**src/rtl/accumulator_pkg.sv**
```systemverilog
// Shared constants and types for the accumulator block.
// Defaults here set the parameter values used by accumulator and accumulator_adder.
package accumulator_pkg;

  localparam int DEFAULT_WIDTH     = 32;
  localparam int DEFAULT_CNT_WIDTH = 16;

  // Default-width sum with the carry-out in the top bit: {carry, sum}.
  typedef logic [DEFAULT_WIDTH:0] sum_carry_t;

endpackage : accumulator_pkg

```
**src/rtl/accumulator_adder.sv**
```systemverilog
// Combinational WIDTH-bit unsigned adder returning {carry, sum}.
module accumulator_adder
  import accumulator_pkg::*;
#(
  parameter int WIDTH = DEFAULT_WIDTH
) (
  input  logic [WIDTH-1:0] i_A,
  input  logic [WIDTH-1:0] i_B,
  output logic [WIDTH:0]   o_SUM
);

  // Zero-extend both operands so the carry lands in bit WIDTH.
  assign o_SUM = {1'b0, i_A} + {1'b0, i_B};

endmodule : accumulator_adder

```
**src/rtl/accumulator.sv**
```systemverilog
// Running-sum accumulator with saturating sample count and sticky overflow.
// Optional build macro: ACCUMULATOR_FORMAL_EN compiles in the formal property block;
// without it the module carries no formal logic and behaves identically.
module accumulator
  import accumulator_pkg::*;
#(
  parameter int WIDTH     = DEFAULT_WIDTH,
  parameter int CNT_WIDTH = DEFAULT_CNT_WIDTH
) (
  input  logic                 i_CLK,
  input  logic                 i_RESET,
  input  logic                 i_ENABLE,
  input  logic                 i_CLEAR,
  input  logic [WIDTH-1:0]     i_DATA_IN,
  output logic [WIDTH-1:0]     o_TOTAL,
  output logic [CNT_WIDTH-1:0] o_COUNT,
  output logic                 o_OVERFLOW
);

  localparam logic [CNT_WIDTH-1:0] CNT_MAX = {CNT_WIDTH{1'b1}};
  localparam logic [CNT_WIDTH-1:0] CNT_ONE = {{(CNT_WIDTH-1){1'b0}}, 1'b1};

  logic [WIDTH-1:0]     r_total;
  logic [CNT_WIDTH-1:0] r_count;
  logic                 r_overflow;
  logic [WIDTH:0]       w_sum;

  accumulator_adder #(
    .WIDTH (WIDTH)
  ) u_adder (
    .i_A   (r_total),
    .i_B   (i_DATA_IN),
    .o_SUM (w_sum)
  );

  // State update with priority reset > clear > enable > hold.
  always_ff @(posedge i_CLK) begin
    if (i_RESET || i_CLEAR) begin
      r_total    <= {WIDTH{1'b0}};
      r_count    <= {CNT_WIDTH{1'b0}};
      r_overflow <= 1'b0;
    end else if (i_ENABLE) begin
      r_total    <= w_sum[WIDTH-1:0];
      r_overflow <= r_overflow | w_sum[WIDTH];
      if (r_count != CNT_MAX) begin
        r_count <= r_count + CNT_ONE;
      end else begin
        r_count <= r_count;
      end
    end else begin
      r_total    <= r_total;
      r_count    <= r_count;
      r_overflow <= r_overflow;
    end
  end

  assign o_TOTAL    = r_total;
  assign o_COUNT    = r_count;
  assign o_OVERFLOW = r_overflow;

`ifdef ACCUMULATOR_FORMAL_EN
  // Set once a reset edge has been seen; before that the state is undefined.
  logic f_past_valid;

  // Track whether history since the first reset is available.
  always_ff @(posedge i_CLK) begin
    if (i_RESET) begin
      f_past_valid <= 1'b1;
    end else begin
      f_past_valid <= f_past_valid;
    end
  end

  // Properties relating each edge's outcome to the previous cycle's inputs and state.
  always @(posedge i_CLK) begin
    if (f_past_valid) begin
      if ($past(i_RESET) || $past(i_CLEAR)) begin
        assert (r_total == {WIDTH{1'b0}} && r_count == {CNT_WIDTH{1'b0}} && !r_overflow);
      end else if ($past(i_ENABLE)) begin
        assert (r_total == WIDTH'($past(r_total) + $past(i_DATA_IN)));
      end else begin
        assert (r_total == $past(r_total) && r_count == $past(r_count)
                && r_overflow == $past(r_overflow));
      end
      if (!$past(i_RESET) && !$past(i_CLEAR) && $past(r_overflow)) begin
        assert (r_overflow);
      end
      cover (r_overflow);
    end
    cover (i_RESET);
  end
`endif

endmodule : accumulator

```
**config.mk**
```make
export PLATFORM = sky130hd
export DESIGN_NAME = accumulator
export DESIGN_NICKNAME = d
export VERILOG_FILES = /design/src/rtl/accumulator_pkg.sv /design/src/rtl/accumulator_adder.sv /design/src/rtl/accumulator.sv
export SDC_FILE = /design/constraint.sdc
export NUM_CORES = 1
export LEC_CHECK = 0
export ABC_AREA = 1
export BUFFER_PORTS_ARGS = -buffer_cell sky130_fd_sc_hd__buf_2
export CAP_MARGIN = 20
export CORE_ASPECT_RATIO = 0.75
export CORE_MARGIN = 2
export CORE_UTILIZATION = 25
export CTS_CLUSTER_DIAMETER = 40
export CTS_CLUSTER_SIZE = 30
export DETAILED_ROUTE_END_ITERATION = 7
export GPL_TIMING_DRIVEN = 1
export PLACE_DENSITY_LB_ADDON = 0.3
export SYNTH_ARGS = -nofsm -noshare
export SYNTH_HDL_FRONTEND = slang
export SYNTH_SLANG_ARGS = --single-unit
```
**constraint.sdc**
```tcl
create_clock -name i_CLK -period 1.7 [get_ports i_CLK]
set_input_delay 0.17 -clock i_CLK [delete_from_list [all_inputs] [get_ports i_CLK]]
set_output_delay 0.17 -clock i_CLK [all_outputs]
set_load 0.02 [all_outputs]
```
==> results of run 1 <==
==> layout by cell type, fill, tap and decap left out, types with 3 or more instances in the layout <==
cell type,Yosys,layout
dfxtp_1,49,33
ha_1,33,7
nand2_1,282,242
nor2_1,112,98
inv_1,163,159
nand3_4,0,5
o21ai_1,0,9
nand4_1,4,4
o21ai_0,22,12
nor4_1,3,3
buf_4,0,82
inv_2,3,7
a21oi_2,7,13
xor2_1,20,19
o21bai_1,4,4
buf_2,0,84
clkbuf_16,0,5
nor3_1,8,8
dfxtp_2,0,15
a21oi_1,32,26
nor2_2,2,14
nand2_2,1,33
nand2_4,1,9
and2_1,3,3
buf_6,1,3
nand3_1,51,40
ha_4,0,26
nand3_2,1,7
==> synth_stat cells (all sizes together) <==
cell type / number / area, um^2
ha: 33 / 413
xor2: 20 / 175
o21bai: 4 / 30.0
and3: 1 / 6.26
dfxtp: 49 / 981
a21oi: 39 / 221
clkbuf: 9 / 33.8
o21ai: 22 / 110
nor2: 114 / 433
nor4: 4 / 40.0
nand2: 284 / 1080
xnor2: 3 / 26.3
inv: 166 / 623
nand3: 52 / 265
nand4: 4 / 25.0
nor3b: 1 / 7.51
buf: 4 / 33.8
nor3: 8 / 40.0
nand3b: 1 / 7.51
clkinv: 1 / 3.75
fa: 1 / 20.0
and2: 3 / 18.8
==> per-layer routing <==
layer	share of wire	routed length, um
met1	0.53	8360
met2	0.40	6250
met3	0.062	962
met4	0.0044	69
met5	0	0
==> flip-flops by register name (all words and copies together), names as in the netlist <==
register    cells
o_TOTAL        32
o_COUNT        16
o_OVERFLOW      1
==> timing repair <==
action / CTS / global route
setup buffers: 2 / 3
setup endpoints to repair: 27 / 31
hold buffers: 0 / 0
pin swaps: 7 / 22
resized for setup: 61 / 82
==> worst register-to-register path: cells and delay by family, from the launching register on <==
kind                       cells  cell delay (ps)
and+or+nand+nor                9              760
adders and majority gates      2              590
DFF                            1              360
AOI/OAI and AO/OA              1               50
==> power breakdown <==
group          leakage [nW]  total [mW]  internal, mW  switching (mW)
sequential            0.406        1.23          1.19          0.0372
clock                0.0775        1.12         0.597           0.524
combinational          3.30        1.31         0.569           0.740
==> worst paths after layout <==
| kind | depth (start not counted) | slack (ps) | start | to |
|---|---|---|---|---|
| min | 4 | 270 | i_DATA_IN[0] | o_TOTAL[0] |
| max | 12 | -190 | o_TOTAL[0] | o_OVERFLOW |
| min reg2reg | 2 | 450 | o_OVERFLOW | o_OVERFLOW |
| max reg2reg | 12 | -190 | o_TOTAL[0] | o_OVERFLOW |
==> layout make-up <==
class	count	area [um^2]
fillers	1916	11000
multi-input cells	594	3570
repair buffers	171	1110
flip-flops and latches	49	1000
inverters	167	627
well taps	242	303
clock buffers	6	139
clock inverters	2	17.5
==> per-stage QoR <==
stage	std cells	utilization	hold WS, ps	setup slack [ps]	area, um^2
finish	1231	0.380	272	-190	6770
CTS	1229	0.360	271	-120	6410
global route	1231	0.380	292	-293	6770
floorplan	823	-	377	-55.9	4620
global placement	1219	0.333	438	-171	5930
detailed placement	1219	0.333	439	-191	5930
==> kinds of logic after synthesis <==
logic type / count (synthesis) / share of synthesized area
flops: 49 / 0.214
xor+xnor: 23 / 0.0439
buf+inv: 180 / 0.151
compound gates: 65 / 0.0788
fa+ha+maj: 34 / 0.0943
simple gates: 472 / 0.418
==> metrics.cfg, run 1 <==
[synth]
ys_seq_area_frac=0.214
syn-num-nets=893
synth_cell_types=31
syn_area_per_cell_um2=5.58
synth-warning-count=0
synth_seq_cells=49
synthCells=823
synth_area_um2=4590

[floorplanning]
fp-row-count=42
io_pins=85
core_area_um2=17800
fp.dieW_um=160
initial_utilization=0.258
die-area_um2=19500
die_h_um=121

[route]
vias=5316
dr.pass1.iters=5
vias_per_cell=4.32
drt-initial-drc-count=269
wl_per_cell_um=12.7
wl_um=15600
drc_errors=0
ant_nets=0

[placed_design]
port_buffers=84
routabilityCongestion=0.886
dp_hpwl_um=12200

[worst_hold_path]
min_path_type=input pin to register

[final_layout]
fin_nets=1058
drive_above_1_share=0.320
syn_to_final_growth_pct=47.5
n_antenna_cell=0

[run]
max_cap_violations=0

[critical_path]
critPathBufInv=0
cpLargestDelayFamily=simple AND/OR/NAND/NOR gates
start_kind=register
crit_required_ps=1860
crit_path_max_fanout=3
critPathMaxStageDelay_ps=430
crit_slowest_cell=fa_2
cpMostUsedCell=nand2_2
endpoint_kind=register
path_cells=ha_4 -> fa_2 -> nand3_4 -> nand3_4 -> nand2_2 -> nand2_2 -> nand2_2 -> nand2_4 -> nand3_1 -> nand2_2 -> nand2_1 -> a21oi_1
path_class=register to register
crit_arrival_ps=2050

[timing]
fin_crit_sh=1.11
setup_tns_ps=-1750
relSlewSlack=0.596
setup_viol=17
fin_skew_ps=6.01
rsz0062_at_grt=yes
fin_crit_ps=1890
timing.fmax_mhz=529
fin_ws_ps=-190
worstMarginPinSlew_ps=606
hold_viol_final=0
drv_slew=0

[power_and_ir_drop]
powerDensity_nw_per_um2=540
power_mw=3.66
p_leak_nw=3.78
peakVddDrop_mv=0.351

[run_status]
status=complete, but fails checks
failed_checks=negative setup slack

[grt]
grt_overflow_total=0
use_met1=0.246
use_met2=0.238
grt_max_degree=44
antenna_found_initial=0
grt_pass1_vias=4971
grtUsageMet3=0.0304
track_usage=0.161
top_usage_layer=met1
grt_pass1_wl_um=25100

[clocking]
clock-root-buffer=clkbuf_16
cts_sinks=49
cts_buffer_depth=2
clk_transition_reported_paths_ps=80
htree_levels=2
clk_latency_ps=300
numCtsBuffers=5
cts_tree=built

Note: power is estimated with default switching activity, not from simulation.
==> run 2, diff against run 1 <==
ABC_AREA = unset   (was 1)
==> metrics.cfg, run 2 <==
[floorplanning]
core_area_um2=13700  ; -23%
io_pins=85  ; unchanged
die_h_um=106  ; -13%
fp.dieW_um=140  ; -13%
die-area_um2=14800  ; -24%
initial_utilization=0.254  ; -0.00373
fp-row-count=37  ; -12%

[timing]
fin_skew_ps=9.63  ; +3.62 ps
relSlewSlack=0.627  ; +0.0307
worstMarginPinSlew_ps=560  ; -45.4 ps
drv_slew=0  ; unchanged
hold_viol_final=0  ; unchanged
fin_crit_ps=2650  ; +761 ps
setup_viol=33  ; +16
timing.fmax_mhz=377  ; -29%
fin_crit_sh=1.56  ; +0.447
setup_tns_ps=-17210  ; -15460 ps
rsz0062_at_grt=yes
fin_ws_ps=-951  ; -761 ps

[synth]
synth_cell_types=55  ; +77%
synthFlopType=dfxtp_1
synth_area_um2=3470  ; -24%
syn-num-nets=480  ; -46%
netlist.top_cell.by_area=dfxtp_1
yosysMostFrequentCell=nor2_1
yosys-top-cells-area=dfxtp_1 28%, ha_1 12%, mux2i_1 7.5%
synthCells=410  ; -50%
synth-warning-count=0  ; unchanged
synthTopCellsByCount=56 x nor2_1, 49 x dfxtp_1, 37 x a21oi_1, 33 x ha_1, 26 x mux2i_1
syn_area_per_cell_um2=8.46  ; +52%
synth_seq_cells=49  ; unchanged
ys_async_sr_fraction=0  ; unchanged
synth_enable_flop_cells=0  ; unchanged
ys_seq_area_frac=0.283  ; +0.0691
synth_top_area_share=0.283  ; +0.0522

[power_and_ir_drop]
internal_power_mw=2.42  ; +2.8%
p_sw_frac=0.302  ; -0.0541
p_seq_frac=0.347  ; +0.011
p_leak_nw=2.92  ; -23%
peakVddDrop_mv=0.486  ; +39%
power_mw=3.47  ; -5.1%
powerDensity_nw_per_um2=600  ; +11%
power_frac_clock=0.335  ; +0.029
p_sw_mw=1.05  ; -20%
pwr-share-comb=0.318  ; -0.040

[final_layout]
stdcell_area_um2=5780  ; -15%
layout_commonest_cell=buf_4
final_util=0.423  ; +0.0430
nFillCells=1347  ; -30%
n_antenna_cell=0  ; unchanged
largest_reg_flops=32  ; unchanged
fin_nets=695  ; -34%
drive_above_1_share=0.527  ; +0.208
syn_to_final_growth_pct=66.6
layout_common_cells=124 x buf_4, 84 x buf_2, 53 x nor2_1, 26 x mux2i_1

[route]
drc_errors=5  ; +5
vias=3780  ; -29%
dr.pass1.iters=8  ; +3
drt-initial-drc-count=179  ; -33%
vias_per_cell=4.72  ; +9.3%
wl_um=11400  ; -27%
ant_nets=0  ; unchanged
wl_per_cell_um=14.3  ; +12%

[critical_path]
crit_arrival_ps=2820  ; +770 ps
timing.critical_path.from=o_TOTAL[0]
endpoint_kind=register
crit_path_max_fanout=2  ; -1
start_kind=register
path_cells=ha_4 -> fa_2 -> a21o_1 -> a221oi_2 -> or4_4 -> a21oi_4 -> a211oi_2 -> o21bai_2 -> o31ai_2 -> mux2i_1 -> o221ai_1
r2r-start=o_TOTAL[0]
critPathMaxStageDelay_ps=350  ; -80 ps
crit_slowest_cell=dfxtp_4
path_class=register to register
crit_required_ps=1870  ; about the same

[grt]
grt_max_degree=37  ; -16%
grt_pass1_wl_um=18900  ; -25%
top_usage_layer=met2
use_met2=0.270  ; +0.0311
grt_pass1_vias=3926  ; -21%
grt_overflow_total=0  ; unchanged
use_met1=0.200  ; -0.0458
grtUsageMet3=0.0311  ; +0.000664
track_usage=0.157  ; -0.00428
antenna_found_initial=0  ; unchanged

[worst_hold_path]
min_path_type=input pin to register
min_from=i_DATA_IN[31]

[placed_design]
routabilityCongestion=0.805  ; -9.2%
place_worst_setup_slack_ps=-973  ; -783 ps
port_buffers=84  ; unchanged
place_area_um2=5180  ; -13%
dp_hpwl_um=8650  ; -29%

[clocking]
cts_buffer_depth=2  ; unchanged
clock-root-buffer=clkbuf_16
cts_tree=built
numCtsBuffers=5  ; unchanged
hold_buffers=0  ; unchanged
cts_sinks=49  ; unchanged
clk_transition_reported_paths_ps=60  ; -20 ps
clk_latency_ps=310  ; about the same
htree_levels=2  ; unchanged

[run_status]
status=complete, but fails checks
failed_checks=design-rule violations, negative setup slack

[run]
max_cap_violations=0  ; unchanged

[run 2: changes by cell type in the layout (fill, tap and decap cells not counted), sizes merged, moves of 7 or more]
cell | previous run | this run
xnor2 | 3 | 19
nand3 | 52 | 19
buf | 171 | 224
inv | 167 | 7
and3 | 1 | 8
mux2i | 0 | 26
nand2 | 284 | 25
a21o | 0 | 17
nor2 | 114 | 56
[run 2: worst paths after layout]
kind,end,slack (ps),depth (start not counted)
min reg2reg,o_COUNT[9],510,2
max,o_TOTAL[30],-950,11
min,o_OVERFLOW,260,4
max reg2reg,o_TOTAL[30],-950,11
[run 2: critical path: cells and delay by family (launching register included)]
family,cells,cell delay (ps)
AOI/OAI and AO/OA,7,1230
adders and majority gates,2,500
DFF,1,350
muxes,1,240
and+or+nand+nor,1,200
[run 2: logic make-up (layout without fill, tap and decap cells)]
family	Yosys count	in the layout	synth area share
AO/OA/AOI/OAI	104	104	0.205
XOR/XNOR	40	40	0.101
adder cells (fa/ha/maj)	34	34	0.125
buffers and inverters	23	239	0.0289
flip-flops	49	49	0.283
multiplexers	26	26	0.0750
AND/OR/NAND/NOR	134	134	0.183
[run 2: routing by layer]
metal	routed length (um)	up-vias	share of wire
met4	146	0	0.013
met1	5490	1784	0.48
met5	0	-	0
met3	471	10	0.041
li1	-	1914	-
met2	5310	72	0.47
[run 2: repair_timing]
item                       in CTS  in global routing
pin swaps                      45                 47
buffers inserted               13                  9
gates resized for setup        34                 33
setup endpoints to repair      33                 35
[run 2: final cells by class]
type	count	area (um^2)	area share
sequential	49	1030	0.179
timing repair buffer	224	1540	0.267
inverter	7	26.3	0.00455
clock buffer	6	129	0.0223
multi-input combinational	338	2800	0.484
tap	175	219	0.0379
clock inverter	2	33.8	0.00585
[run 2: power by group through the flow]
stage / Sequential (mW) / Combinational, mW / Clock (mW)
2_1_floorplan: 1.28 / 0.505 / 0
3_3_place_gp: 1.23 / 0.962 / 0
3_5_place_dp: 1.23 / 0.982 / 0
4_1_cts: 1.20 / 1.06 / 1.20
5_1_grt: 1.21 / 1.21 / 1.24
6_report: 1.20 / 1.10 / 1.16
[run 2: metrics by stage]
stage | hold slack [ps] | instances
after floorplan | 421 | 410
after global placement | 482 | 779
after detailed placement | 494 | 779
after CTS | 262 | 796
after global routing | 255 | 801
final | 264 | 801
==> run 3, diff against run 2 <==
BUFFER_PORTS_ARGS = unset   (was -buffer_cell sky130_fd_sc_hd__buf_2)
DONT_BUFFER_PORTS = 1   (was unset)
SKIP_LAST_GASP = 1   (was unset)
==> metrics.cfg, run 3 (same netlist as run 2, synthesis figures left out) <==
[critical_path]
crit_slowest_cell=dfxtp_4
crit_arrival_ps=2790  ; -30 ps
endpoint_kind=register
reg2regPathDepth=11  ; unchanged
ff2ff_setup_slack_ps=-920  ; +40 ps
crit_required_ps=1870  ; about the same
reg2reg_to=o_TOTAL[30]
r2r-start=o_TOTAL[0]
path_class=register to register
path_cells=ha_4 -> fa_2 -> a21o_1 -> a221oi_2 -> or4_4 -> a21oi_4 -> a211oi_4 -> o21bai_2 -> o31ai_2 -> mux2i_1 -> o221ai_1
critPathBufInv=0  ; unchanged
crit_path_max_fanout=2  ; unchanged
critPathMaxStageDelay_ps=350  ; about the same
cpLargestDelayFamily=compound AO/OA/AOI/OAI gates
start_kind=register

[floorplanning]
fp.dieW_um=140  ; unchanged
io_pins=85  ; unchanged
die-area_um2=14800  ; unchanged
fp-row-count=37  ; unchanged
initial_utilization=0.254  ; unchanged
die_h_um=106  ; unchanged
core_area_um2=13700  ; unchanged

[route]
drt-initial-drc-count=198  ; +11%
drc_errors=5  ; unchanged
wl_per_cell_um=15.4  ; +8.0%
dr.pass1.iters=6  ; -2
ant_nets=0  ; unchanged
vias_per_cell=4.83  ; +2.3%
wl_um=11000  ; -3.4%
vias=3458  ; -8.5%

[clocking]
cts_sinks=49  ; unchanged
clk_latency_ps=300  ; about the same
htree_levels=2  ; unchanged
clk_transition_reported_paths_ps=70  ; about the same
numCtsBuffers=5  ; unchanged
cts_buffer_depth=2  ; unchanged
cts_tree=built
clock-root-buffer=clkbuf_16

[power_and_ir_drop]
powerDensity_nw_per_um2=663  ; +11%
internal_power_mw=2.50  ; +3.2%
power_mw=3.50  ; +0.84%
p_leak_nw=2.51  ; -14%
p_sw_frac=0.286  ; -0.0160
p_seq_frac=0.344  ; -0.003
pwr-share-comb=0.275  ; -0.043
peakVddDrop_mv=0.333  ; -31%
power_frac_clock=0.381  ; +0.046
p_sw_mw=1.00  ; -4.5%

[final_layout]
largest_reg_flops=32  ; unchanged
layout_common_cells=126 x buf_4, 54 x nor2_1, 26 x mux2i_1, 25 x a21oi_1
layoutNonFillerInstCount=716  ; -11%
nFillCells=1373  ; +1.9%
fin_nets=610  ; -12%
layout_commonest_cell=buf_4
drive_above_1_share=0.429  ; -0.0983
n_antenna_cell=0  ; unchanged
syn_to_final_growth_pct=52.1
final_util=0.386  ; -0.0370

[grt]
track_usage=0.150  ; -0.00660
antenna_found_initial=0  ; unchanged
grt_pass1_vias=3534  ; -10%
grt_overflow_total=0  ; unchanged
grt_pass1_wl_um=17800  ; -5.8%
grt_max_degree=36  ; -2.7%

[timing]
relSlewSlack=0.750  ; +0.124
setup_viol=33  ; unchanged
holdWs_ps=40.4  ; -224 ps
drv_slew=0  ; unchanged
fin_crit_ps=2620  ; -35.5 ps
fin_ws_ps=-915  ; +35.5 ps
timing.fmax_mhz=382  ; +1.4%
fin_skew_ps=8.81  ; -0.821 ps
rsz0062_at_grt=yes
worstMarginPinSlew_ps=370  ; -190 ps
hold_viol_final=0  ; unchanged
fin_crit_sh=1.54  ; -0.0209

[placed_design]
routabilityCongestion=0.828  ; +3.0%
place_worst_setup_slack_ps=-986  ; -13.0 ps
port_buffers=0  ; -100%
place_inst=698  ; -10%
dp_hpwl_um=8410  ; -2.7%

[worst_hold_path]
min_to=o_TOTAL[23]
min_path_type=input pin to register
hold_depth=2  ; -2
min_from=i_ENABLE

[run_status]
failed_checks=design-rule violations, negative setup slack
status=complete, but fails checks

[run]
max_cap_violations=0  ; unchanged

## run 3: changes by cell type in the layout (fill, tap and decap cells not counted), sizes merged
cell | before | now
clkbuf | 6 | 5
buf | 224 | 138
bufinv | 1 | 2
dlygate4sd3 | 0 | 1
## run 3: how the worst max path moves through the flow
stage / start / end / depth (start not counted)
after floorplan: o_TOTAL[0] / o_TOTAL[30] / 11
after global placement: o_TOTAL[0] / o_TOTAL[30] / 11
after detailed placement: o_TOTAL[0] / o_TOTAL[30] / 11
after CTS: o_TOTAL[0] / o_TOTAL[30] / 11
after global routing: o_TOTAL[0] / o_TOTAL[30] / 11
final: o_TOTAL[0] / o_TOTAL[30] / 11
## run 3: metal layers
metal | track usage | vias to the layer above | share of wire
met4 | 0.0462 | 0 | 0.015
met2 | 0.249 | 66 | 0.45
met1 | 0.196 | 1629 | 0.48
met3 | 0.0333 | 12 | 0.049
met5 | 0 | - | 0
li1 | - | 1751 | -
## run 3: timing repair
action                                  CTS  global route
hold buffers                              1             0
gates resized for setup                  30            21
setup buffers                            10             5
endpoints found under the setup margin   33            35
pin swaps                                38            35
hold endpoints to repair                  3             0
## run 3: power by group through the flow
stage | Combinational (mW) | Clock [mW] | Sequential (mW)
floorplan | 0.505 | 0 | 1.28
global placement | 0.862 | 0 | 1.23
global route | 1.05 | 1.42 | 1.21
finish | 0.963 | 1.33 | 1.20
CTS | 0.939 | 1.37 | 1.20
detailed placement | 0.876 | 0 | 1.23
## run 3: final cells by class
cell class	instances	area, um^2	share of cell area
flip-flops and latches	49	1030	0.196
multi-input cells	338	2720	0.515
well taps	175	219	0.0415
inverters	7	26.3	0.00498
repair buffers	139	1090	0.207
clock buffers	5	125	0.0237
clock inverters	3	65.1	0.0123
## run 3: stage by stage
| step | instance area, um^2 | setup TNS (ps) |
|---|---|---|
| global placement | 4770 | -17200 |
| finish | 5270 | -16770 |
| global route | 5270 | -21330 |
| floorplan | 3670 | -11430 |
| CTS | 5170 | -17050 |
| detailed placement | 4770 | -17770 |
